## src/rtl/calc_input_sequencer.sv

```systemverilog
// Front-end sequencer for the calculator datapath: conditions the buttons and
// rotary encoder, walks operand/opcode entry, then runs the start/done handshake.
module calc_input_sequencer #(
  parameter int unsigned DEBOUNCE_CYCLES = 16,
  parameter int unsigned TIMEOUT_CYCLES  = 1024
) (
  input  logic       clk,
  input  logic       rst,
  input  logic       select,
  input  logic       restart,
  input  logic       rotary_a,
  input  logic       rotary_b,
  input  logic       alu_done,
  input  logic [7:0] alu_result,
  input  logic       alu_flag,
  output logic [3:0] alu_a,
  output logic [3:0] alu_b,
  output logic [1:0] alu_op,
  output logic       alu_start,
  output logic [7:0] disp_value,
  output logic [2:0] disp_mode,
  output logic       led_flag,
  output logic       busy
);

  localparam int unsigned DB_W = $clog2(DEBOUNCE_CYCLES);
  localparam int unsigned TO_W = $clog2(TIMEOUT_CYCLES);
  localparam logic [DB_W-1:0] DB_LAST = DB_W'(DEBOUNCE_CYCLES - 1);
  localparam logic [TO_W-1:0] TO_LAST = TO_W'(TIMEOUT_CYCLES - 1);

  typedef enum logic [2:0] {
    S_ENTER_A  = 3'd0,
    S_ENTER_B  = 3'd1,
    S_ENTER_OP = 3'd2,
    S_START    = 3'd3,
    S_WAIT     = 3'd4,
    S_SHOW     = 3'd5
  } state_t;

  state_t state, state_nx;

  // bit order: 0 select, 1 restart, 2 rotary A, 3 rotary B
  logic [3:0] sync1, sync2;
  logic [DB_W-1:0] db_cnt [2];
  logic [1:0] btn_lvl, btn_press;
  logic rot_a_q, step_up, step_dn;
  logic [TO_W-1:0] to_cnt;
  logic [7:0] result;

  logic select_evt, restart_evt, timeout_hit;
  assign select_evt  = btn_press[0];
  assign restart_evt = btn_press[1];
  assign timeout_hit = (to_cnt == TO_LAST);

  // two-flop synchronisers for all raw pins
  always_ff @(posedge clk or negedge rst) begin
    if (!rst) begin
      sync1 <= '0;
      sync2 <= '0;
    end else begin
      sync1 <= {rotary_b, rotary_a, restart, select};
      sync2 <= sync1;
    end
  end

  // debounce: accept a new level after DEBOUNCE_CYCLES consecutive mismatches
  always_ff @(posedge clk or negedge rst) begin
    if (!rst) begin
      db_cnt[0] <= '0;
      db_cnt[1] <= '0;
      btn_lvl   <= '0;
      btn_press <= '0;
    end else begin
      for (int i = 0; i < 2; i++) begin
        btn_press[i] <= 1'b0;
        if (sync2[i] == btn_lvl[i]) begin
          db_cnt[i] <= '0;
        end else if (db_cnt[i] == DB_LAST) begin
          db_cnt[i]    <= '0;
          btn_lvl[i]   <= sync2[i];
          btn_press[i] <= sync2[i];
        end else begin
          db_cnt[i] <= db_cnt[i] + DB_W'(1);
        end
      end
    end
  end

  // quadrature decode on synchronised A rising edge, registered step pulses
  always_ff @(posedge clk or negedge rst) begin
    if (!rst) begin
      rot_a_q <= 1'b0;
      step_up <= 1'b0;
      step_dn <= 1'b0;
    end else begin
      rot_a_q <= sync2[2];
      step_up <= sync2[2] & ~rot_a_q & ~sync2[3];
      step_dn <= sync2[2] & ~rot_a_q &  sync2[3];
    end
  end

  always_ff @(posedge clk or negedge rst) begin
    if (!rst) state <= S_ENTER_A;
    else      state <= state_nx;
  end

  always_comb begin
    state_nx = state;
    case (state)
      S_ENTER_A:  if (select_evt) state_nx = S_ENTER_B;
      S_ENTER_B:  if (select_evt) state_nx = S_ENTER_OP;
      S_ENTER_OP: if (select_evt) state_nx = S_START;
      S_START:    state_nx = S_WAIT;
      S_WAIT:     if (alu_done || timeout_hit) state_nx = S_SHOW;
      S_SHOW:     if (select_evt) state_nx = S_ENTER_A;
      default:    state_nx = S_ENTER_A;
    endcase
    if (restart_evt) state_nx = S_ENTER_A;
  end

  always_comb begin
    alu_start  = 1'b0;
    busy       = 1'b0;
    disp_mode  = state;
    disp_value = 8'h00;
    case (state)
      S_ENTER_A:  disp_value = {4'h0, alu_a};
      S_ENTER_B:  disp_value = {4'h0, alu_b};
      S_ENTER_OP: disp_value = {6'h0, alu_op};
      S_START: begin
        alu_start = 1'b1;
        busy      = 1'b1;
      end
      S_WAIT:     busy = 1'b1;
      S_SHOW:     disp_value = result;
      default:    disp_value = 8'h00;
    endcase
  end

  // operand/opcode entry, result capture and timeout counting
  always_ff @(posedge clk or negedge rst) begin
    if (!rst) begin
      alu_a    <= '0;
      alu_b    <= '0;
      alu_op   <= '0;
      result   <= '0;
      led_flag <= 1'b0;
      to_cnt   <= '0;
    end else if (restart_evt) begin
      alu_a    <= '0;
      alu_b    <= '0;
      alu_op   <= '0;
      result   <= '0;
      led_flag <= 1'b0;
      to_cnt   <= '0;
    end else begin
      case (state)
        S_ENTER_A: begin
          if (step_up)      alu_a <= alu_a + 4'(1);
          else if (step_dn) alu_a <= alu_a - 4'(1);
        end
        S_ENTER_B: begin
          if (step_up)      alu_b <= alu_b + 4'(1);
          else if (step_dn) alu_b <= alu_b - 4'(1);
        end
        S_ENTER_OP: begin
          if (step_up)      alu_op <= alu_op + 2'(1);
          else if (step_dn) alu_op <= alu_op - 2'(1);
        end
        S_START: to_cnt <= '0;
        S_WAIT: begin
          if (alu_done) begin
            result   <= alu_result;
            led_flag <= alu_flag;
          end else if (timeout_hit) begin
            result   <= 8'hFF;
            led_flag <= 1'b1;
          end else begin
            to_cnt <= to_cnt + TO_W'(1);
          end
        end
        S_SHOW: if (select_evt) led_flag <= 1'b0;
        default: ;
      endcase
    end
  end

endmodule

```

## config.mk

```make
export PLATFORM = sky130hd
export DESIGN_NAME = calc_input_sequencer
export DESIGN_NICKNAME = d
export VERILOG_FILES = /design/src/rtl/calc_input_sequencer.sv
export SDC_FILE = /design/constraint.sdc
export NUM_CORES = 1
export LEC_CHECK = 0
export CAP_MARGIN = 20
export CELL_PAD_IN_SITES_DETAIL_PLACEMENT = 0
export CELL_PAD_IN_SITES_GLOBAL_PLACEMENT = 1
export CORE_MARGIN = 3
export CORE_UTILIZATION = 43
export DETAILED_ROUTE_END_ITERATION = 8
export PLACE_DENSITY_LB_ADDON = 0.1
export SYNTH_ARGS = -nofsm -noshare
export SYNTH_HDL_FRONTEND = slang
export SYNTH_SLANG_ARGS = --single-unit
```

## constraint.sdc

```tcl
create_clock -name clk -period 2.35 [get_ports clk]
set_input_delay 0.3525 -clock clk [delete_from_list [all_inputs] [get_ports clk]]
set_output_delay 0.3525 -clock clk [all_outputs]
set_load 0.01 [all_outputs]
```

# After elaboration in Yosys (flattened, before gate mapping)
# Index checks and enable logic that the tools add are counted.
[classes]
n_mul = 0
n_addsub = 9
bitwise_logic = 7
reduce_logical = 20
n_eq_ne = 18
n_div = 0
shift = 0
n_mux = 43
n_lt_le_gt_ge = 0
[ops]
columns = ["cell", "count"]
rows = [
  ["$mux W4", 12],
  ["$mux W8", 4],
  ["$pmux W8 S4", 1],
  ["$mux W10", 3],
  ["$ne A3 B3 Y1 const B", 7],
  ["$pmux W10 S2", 1],
  ["$mux W3", 6],
  ["$pmux W3 S6", 1],
  ["$add A4 B1 Y4 const B", 4],
  ["$reduce_and A2 Y1", 6],
  ["$reduce_bool A3 Y1", 4],
  ["$add A10 B1 Y10 const B", 1],
  ["$eq A10 B10 Y1 const B", 1],
  ["$mux W1", 10],
  ["$eq A4 B4 Y1 const B", 2],
  ["$mux W2", 4],
  ["$reduce_bool A2 Y1", 4],
  ["$sub A4 B1 Y4 const B", 2],
  ["$eq A3 B2 Y1 const B", 2],
  ["$eq A3 B3 Y1 const B", 2],
  ["$reduce_and A3 Y1", 2],
  ["$reduce_and A5 Y1", 1],
  ["$ne A4 B4 Y1 const B", 1],
  ["$not A1 Y1", 4],
  ["9 further kinds", 12],
]
[totals]
mem_bits_ro = 0
out_inout_bits = 24
latchBits = 0
elab_cells = 114
n_memories = 0
ram_bits = 0
reg_bits = 55
in_bits = 16

# Logic depth before layout (Yosys ltp)
# Gate-level depths: netlist of the first run.
[depth]
ltp_word = 5
mapped_depth = 6
depth_no_buf = 6

# Worst setup path after synthesis of the first run
# Ideal clock, no wire load.
[synth_path]
path_type = "reg2reg"
start = "reg step_up"
end = "reg alu_a[3]"
stages_incl_launch_ff = 7
required_time_ns = 2.222
setup_ns = 0.128
path_buffers = 0
period_less_slack_ns = 1.875
setup_slack_ns = 0.475
t_arrival_ns = 1.747
cell_sequence = "dfrtp_1 -> inv_1 -> ha_1 -> a21o_1 -> a21oi_1 -> mux2i_1 -> mux2_1"
[synth_between]
elab_chain_cells = 3
elab_cells_between_ends = 5
cone_classes = "mux (3); reduce/logical (2)"
[synth_lines]
columns = ["item", "line_no", "rtl"]
rows = [
  ["start: declaration", "46", "logic rot_a_q, step_up, step_dn;"],
  ["start signal: assignment", "97", "step_up <= sync2[2] & ~rot_a_q & ~sync2[3];"],
  ["$mux W4", "159", "if (step_up) alu_a <= alu_a + 4'(1);"],
  ["$mux W4", "157", "case (state)"],
  ["$mux W4", "149", "end else if (restart_evt) begin"],
  ["end signal: assignment", "159", ""],
  ["end signal: assignment", "160", "else if (step_dn) alu_a <= alu_a - 4'(1);"],
  ["end: declaration", "16", "output logic [3:0] alu_a,"],
]
# Parallel ways exist; a longest one is shown, timed or not. The select of a mux whose other input is x is not followed.
# A chain may end at the register's enable or synchronous reset.

# Worst setup path in the final report of the first run
[layout_path]
start = "reg state[1] (netlist: disp_mode[1])"
end = "out busy"
[layout_between]
elab_chain_cells = 3
elab_cells_between_ends = 4
cone_classes = "eq/ne (2); mux (1); reduce/logical (1)"
[layout_lines]
columns = ["item", "line_no", "rtl"]
rows = [
  ["start: declaration", "40", "state_t state, state_nx;"],
  ["start signal: assignment", "104", "else state <= state_nx;"],
  ["$eq A3 B3 Y1 or $eq A3 B2 Y1 (tied branches)", "126", "case (state)"],
  ["$reduce_or A2 Y1 (no line) *", "--", ""],
  ["$mux W1 *", "126", ""],
  ["end: declaration", "23", "output logic busy"],
]
# Mark *: on every way between the ends. The rest lies on a longest branch, timed or not.

==> results.md, run 1 <==
* Final instance area at 3550 um^2
* Antenna fix cells at 0
* End point of the critical path: busy
* Initial antenna violation count at 0
* Max incr delay on CP at 0.48 ns
* Worst r2r src: disp_mode[1]$_DFFE_PN0P_
* Critical Path Source Type: flip-flop
* Status: finished clean
* Fillers at 550
* WHS at 0.0118 ns
* Yosys cell types at 53
* Core Area at 6390 um^2
* Async SR Flop Fraction at 100%
* Vias in the first global route at 2105
* Reg2reg setup slack at 0.47 ns
* Placed Area at 3410 um^2
* CP required at 2.00 ns
* Synth area leader: dfrtp_1
* Setup crit start: disp_mode[1]$_DFFE_PN0P_
* Crit. End Element: output pin
* Row cnt at 29
* DRT Wirelength at 5980 um
* Synthesized-area fraction occupied by xor and xnor cells at 2.75%
* Crit path max-delay family: buffers and inverters
* Rel. slew slack at 58.3%
* Net Switching at 619 uW
* H-tree Lvls at 2
* R2R cell count at 5
* Pwr Density at 595 nW/um^2
* Main synth FF type: dfrtp_1
* Register area at 1380 um^2
* Combinational Power Share at 22.4%
* Final period util at 96.1%
* Post-synthesis instance area at 2860 um^2
* Top cell type's share of synthesized area at 48.1%
* Routed len/inst at 14.8 um
* Clock buffer depth at 2
* Mux cell area share after synthesis at 4.77%
* R2r endpoint: alu_a[3]$_DFFE_PN0P_
* Via/cell ratio at 5.43
* WP depth at 4
* Multi-input combinational cell area at 1390 um^2
* Clock network power share at 27.2%
* Root Buffer: clkbuf_8
* Max Cap Viol at 0
* Largest net degree at the start of global routing at 35
* Worst hold-check path type: in2async
* Die ar. at 7670 um^2
* Most frequent cell after synthesis: dfrtp_1
* Die X at 87.6 um
* RSZ-0062 raised after global routing: no
* PortBufs at 39
* Mapped Cells at 275
* Synth Warn # at 0
* Internal at 1.49 mW
* Drt first-iter violations at 103
* Switching Share at 29.3%
* Number of synthesized register bits at 55
* Gpl congestion at 0.806
* Clk sinks at 55
* Crit Path Class: reg2out
* Drt pass-1 iters at 4
* Worst path cell trace: buf_4 -> and3b_1 -> or2_2 -> clkdlybuf4s50_1
* Synth Area in Compound Gates at 14.7%
* Syn_nets at 300
* Peak Freq at 443 MHz
* Via Count at 2195
* Skew final at 0.00696 ns
* Hold Vio Cnt, Final at 0
* Largest family of logic cells by synthesized area: simple AND/OR/NAND/NOR gates
* Synth top cells by count: dfrtp_1 (55), nor2_1 (21), a21oi_1 (20)
* Synthesis-to-layout area growth at 24.0%
* Leak Pwr at 1.57 nW
* Grt total ovfl at 0
* CTS tree: done
* Synth Area per Inst at 10.4 um^2
* Layout cells sized above 1 at 12.2%
* GRT Util Overall at 16.6%
* Worst-Margin Slew at 0.625 ns
* Crit path max fanout at 6
* Final setup fails at 0
* Critical path buffers and inverters at 2
* Ports at 40
* ANT nets after route at 0
* Max VDD drop at 0.488 mV
* NumNets Final at 351
* TritonCTS Buffers at 5
* Fin crit period at 2.26 ns
* Hold_buf cts at 0
* Register area share after synthesis at 48.1%
* Final HPWL DP at 4360 um
* Post-synth EDFFs at 0
* Pins over their slew limit at 0
* Simple-gate portion of the synthesized area at 21.6%
* Die Height at 87.6 um
* Top cells by area, synth: dfrtp_1 (48%), a21oi_1 (3.5%), ha_1 (3.1%), mux2i_1 (2.8%), a22o_1 (2.8%)
* Sequential Power Share at 50.4%
* Worst-path clk slew at 0.11 ns
* Setup TNS at 0 ns
* Initial core utilization at 44.8%
* DRC at 0
* Post-Synth Adder-Cell Area at 4.46%
* Global-route wire length before repair at 10200 um
* Clk Latency, worst-skew pair at 0.31 ns
* CP max-delay cell: clkdlybuf4s50_1
* Critical path data arrival time at 1.91 ns
==> worst register-to-register path, stage by stage, from the launching register on <==
cell and delay (ns):
dfrtp_2 0.46, buf_4 0.16, buf_4 0.15, or4_1 0.49, mux2i_1 0.16, mux2_1 0.34
==> placed cells by master, fill, tap and decap left out, types with 3 or more instances in the layout <==
cell	instances
a211oi_1	5
a21o_1	3
a21oi_1	20
a22o_1	9
a31oi_1	6
and2_1	3
and3_1	7
buf_4	15
clkbuf_8	5
clkdlybuf4s50_1	34
dfrtp_1	53
dlymetal6s2s_1	4
ha_1	7
inv_1	10
mux2_2	3
mux2i_1	7
nand2_1	15
nand2b_1	12
nand3_1	10
nor2_1	21
nor2b_1	5
nor3b_1	6
o21ai_0	5
or3_1	4
or4_1	4
xnor2_1	9
==> per-layer routing <==
metal	track usage (%)	part of all wire [%]
met1	24.1	49
met2	26.2	46
met3	2.92	4.5
met4	3.35	0.70
met5	0	0
==> repair_timing <==
| item | 4_1_cts | 5_1_grt |
|---|---|---|
| endpoints found under the setup margin | 1 | 8 |
| setup buffers | 0 | 2 |
| hold endpoints to repair | 0 | 0 |
| resized for setup | 1 | 9 |
==> power groups by stage <==
stage | combinational [mW] | clock [mW] | sequential (mW)
global placement | 0.478 | 0 | 1.08
detailed placement | 0.483 | 0 | 1.08
finish | 0.473 | 0.574 | 1.07
floorplan | 0.237 | 0 | 1.08
CTS | 0.485 | 0.591 | 1.06
global route | 0.529 | 0.623 | 1.07
==> flip-flops by register name (all words and copies together) (netlist names) <==
name / flops
to_cnt: 10
db_cnt: 8
result: 8
alu_a: 4
alu_b: 4
sync1: 4
sync2: 4
disp_mode: 3
alu_op: 2
btn_lvl: 2
btn_press: 2
led_flag: 1
rot_a_q: 1
step_dn: 1
step_up: 1
==> per-stage QoR <==
step	setup WS, ns	power, mW	std cells	util (%)
after global placement	0.381	1.56	394	53.3
final	0.0909	2.11	404	55.6
after detailed placement	0.354	1.57	394	53.3
after global routing	0.0175	2.22	404	55.6
after CTS	0.0265	2.14	402	55.0
after floorplan	0.475	1.32	275	-
==> worst min-delay path by stage <==
| stage | slack [ns] | start | endpoint |
|---|---|---|---|
| floorplan | 0.06 | rst | alu_a[0]$_DFFE_PN0P_ |
| global placement | 0.33 | sync1[0]$_DFF_PN0_ | sync2[0]$_DFF_PN0_ |
| detailed placement | 0.34 | sync1[0]$_DFF_PN0_ | sync2[0]$_DFF_PN0_ |
| CTS | 0.03 | rst | alu_a[0]$_DFFE_PN0P_ |
| global route | 0.04 | rst | alu_a[1]$_DFFE_PN0P_ |
| finish | 0.01 | rst | result[0]$_DFFE_PN0P_ |
==> layout make-up <==
class	instances	share of cell area [%]
Multi-Input combinational cell	197	39.1
Clock buffer	5	1.94
Tap cell	77	2.71
Clock inverter	3	0.952
Inverter	11	1.16
Timing Repair Buffer	56	15.3
Sequential cell	55	38.8
==> cells by family (layout without fill, tap and decap cells) <==
kind of cell | Yosys count | count (layout)
AND/OR/NAND/NOR | 104 | 104
AO/OA/AOI/OAI | 62 | 62
flip-flops | 55 | 55
buffers and inverters | 23 | 75
multiplexers | 13 | 13
adder cells (fa/ha/maj) | 9 | 9
XOR/XNOR | 9 | 9
(Power assumes the default switching activity.)
==> run 2: changes to the inputs <==
--- a/config.mk
+++ b/config.mk
@@ -10,6 +10,7 @@
 export CELL_PAD_IN_SITES_GLOBAL_PLACEMENT = 1
 export CORE_MARGIN = 3
 export CORE_UTILIZATION = 43
+export CTS_CLUSTER_DIAMETER = 120
 export DETAILED_ROUTE_END_ITERATION = 8
 export PLACE_DENSITY_LB_ADDON = 0.1
 export SYNTH_ARGS = -nofsm -noshare
==> results of run 2 <==
Same layout as run 1: the final DEF is identical, and so are final timing and power.
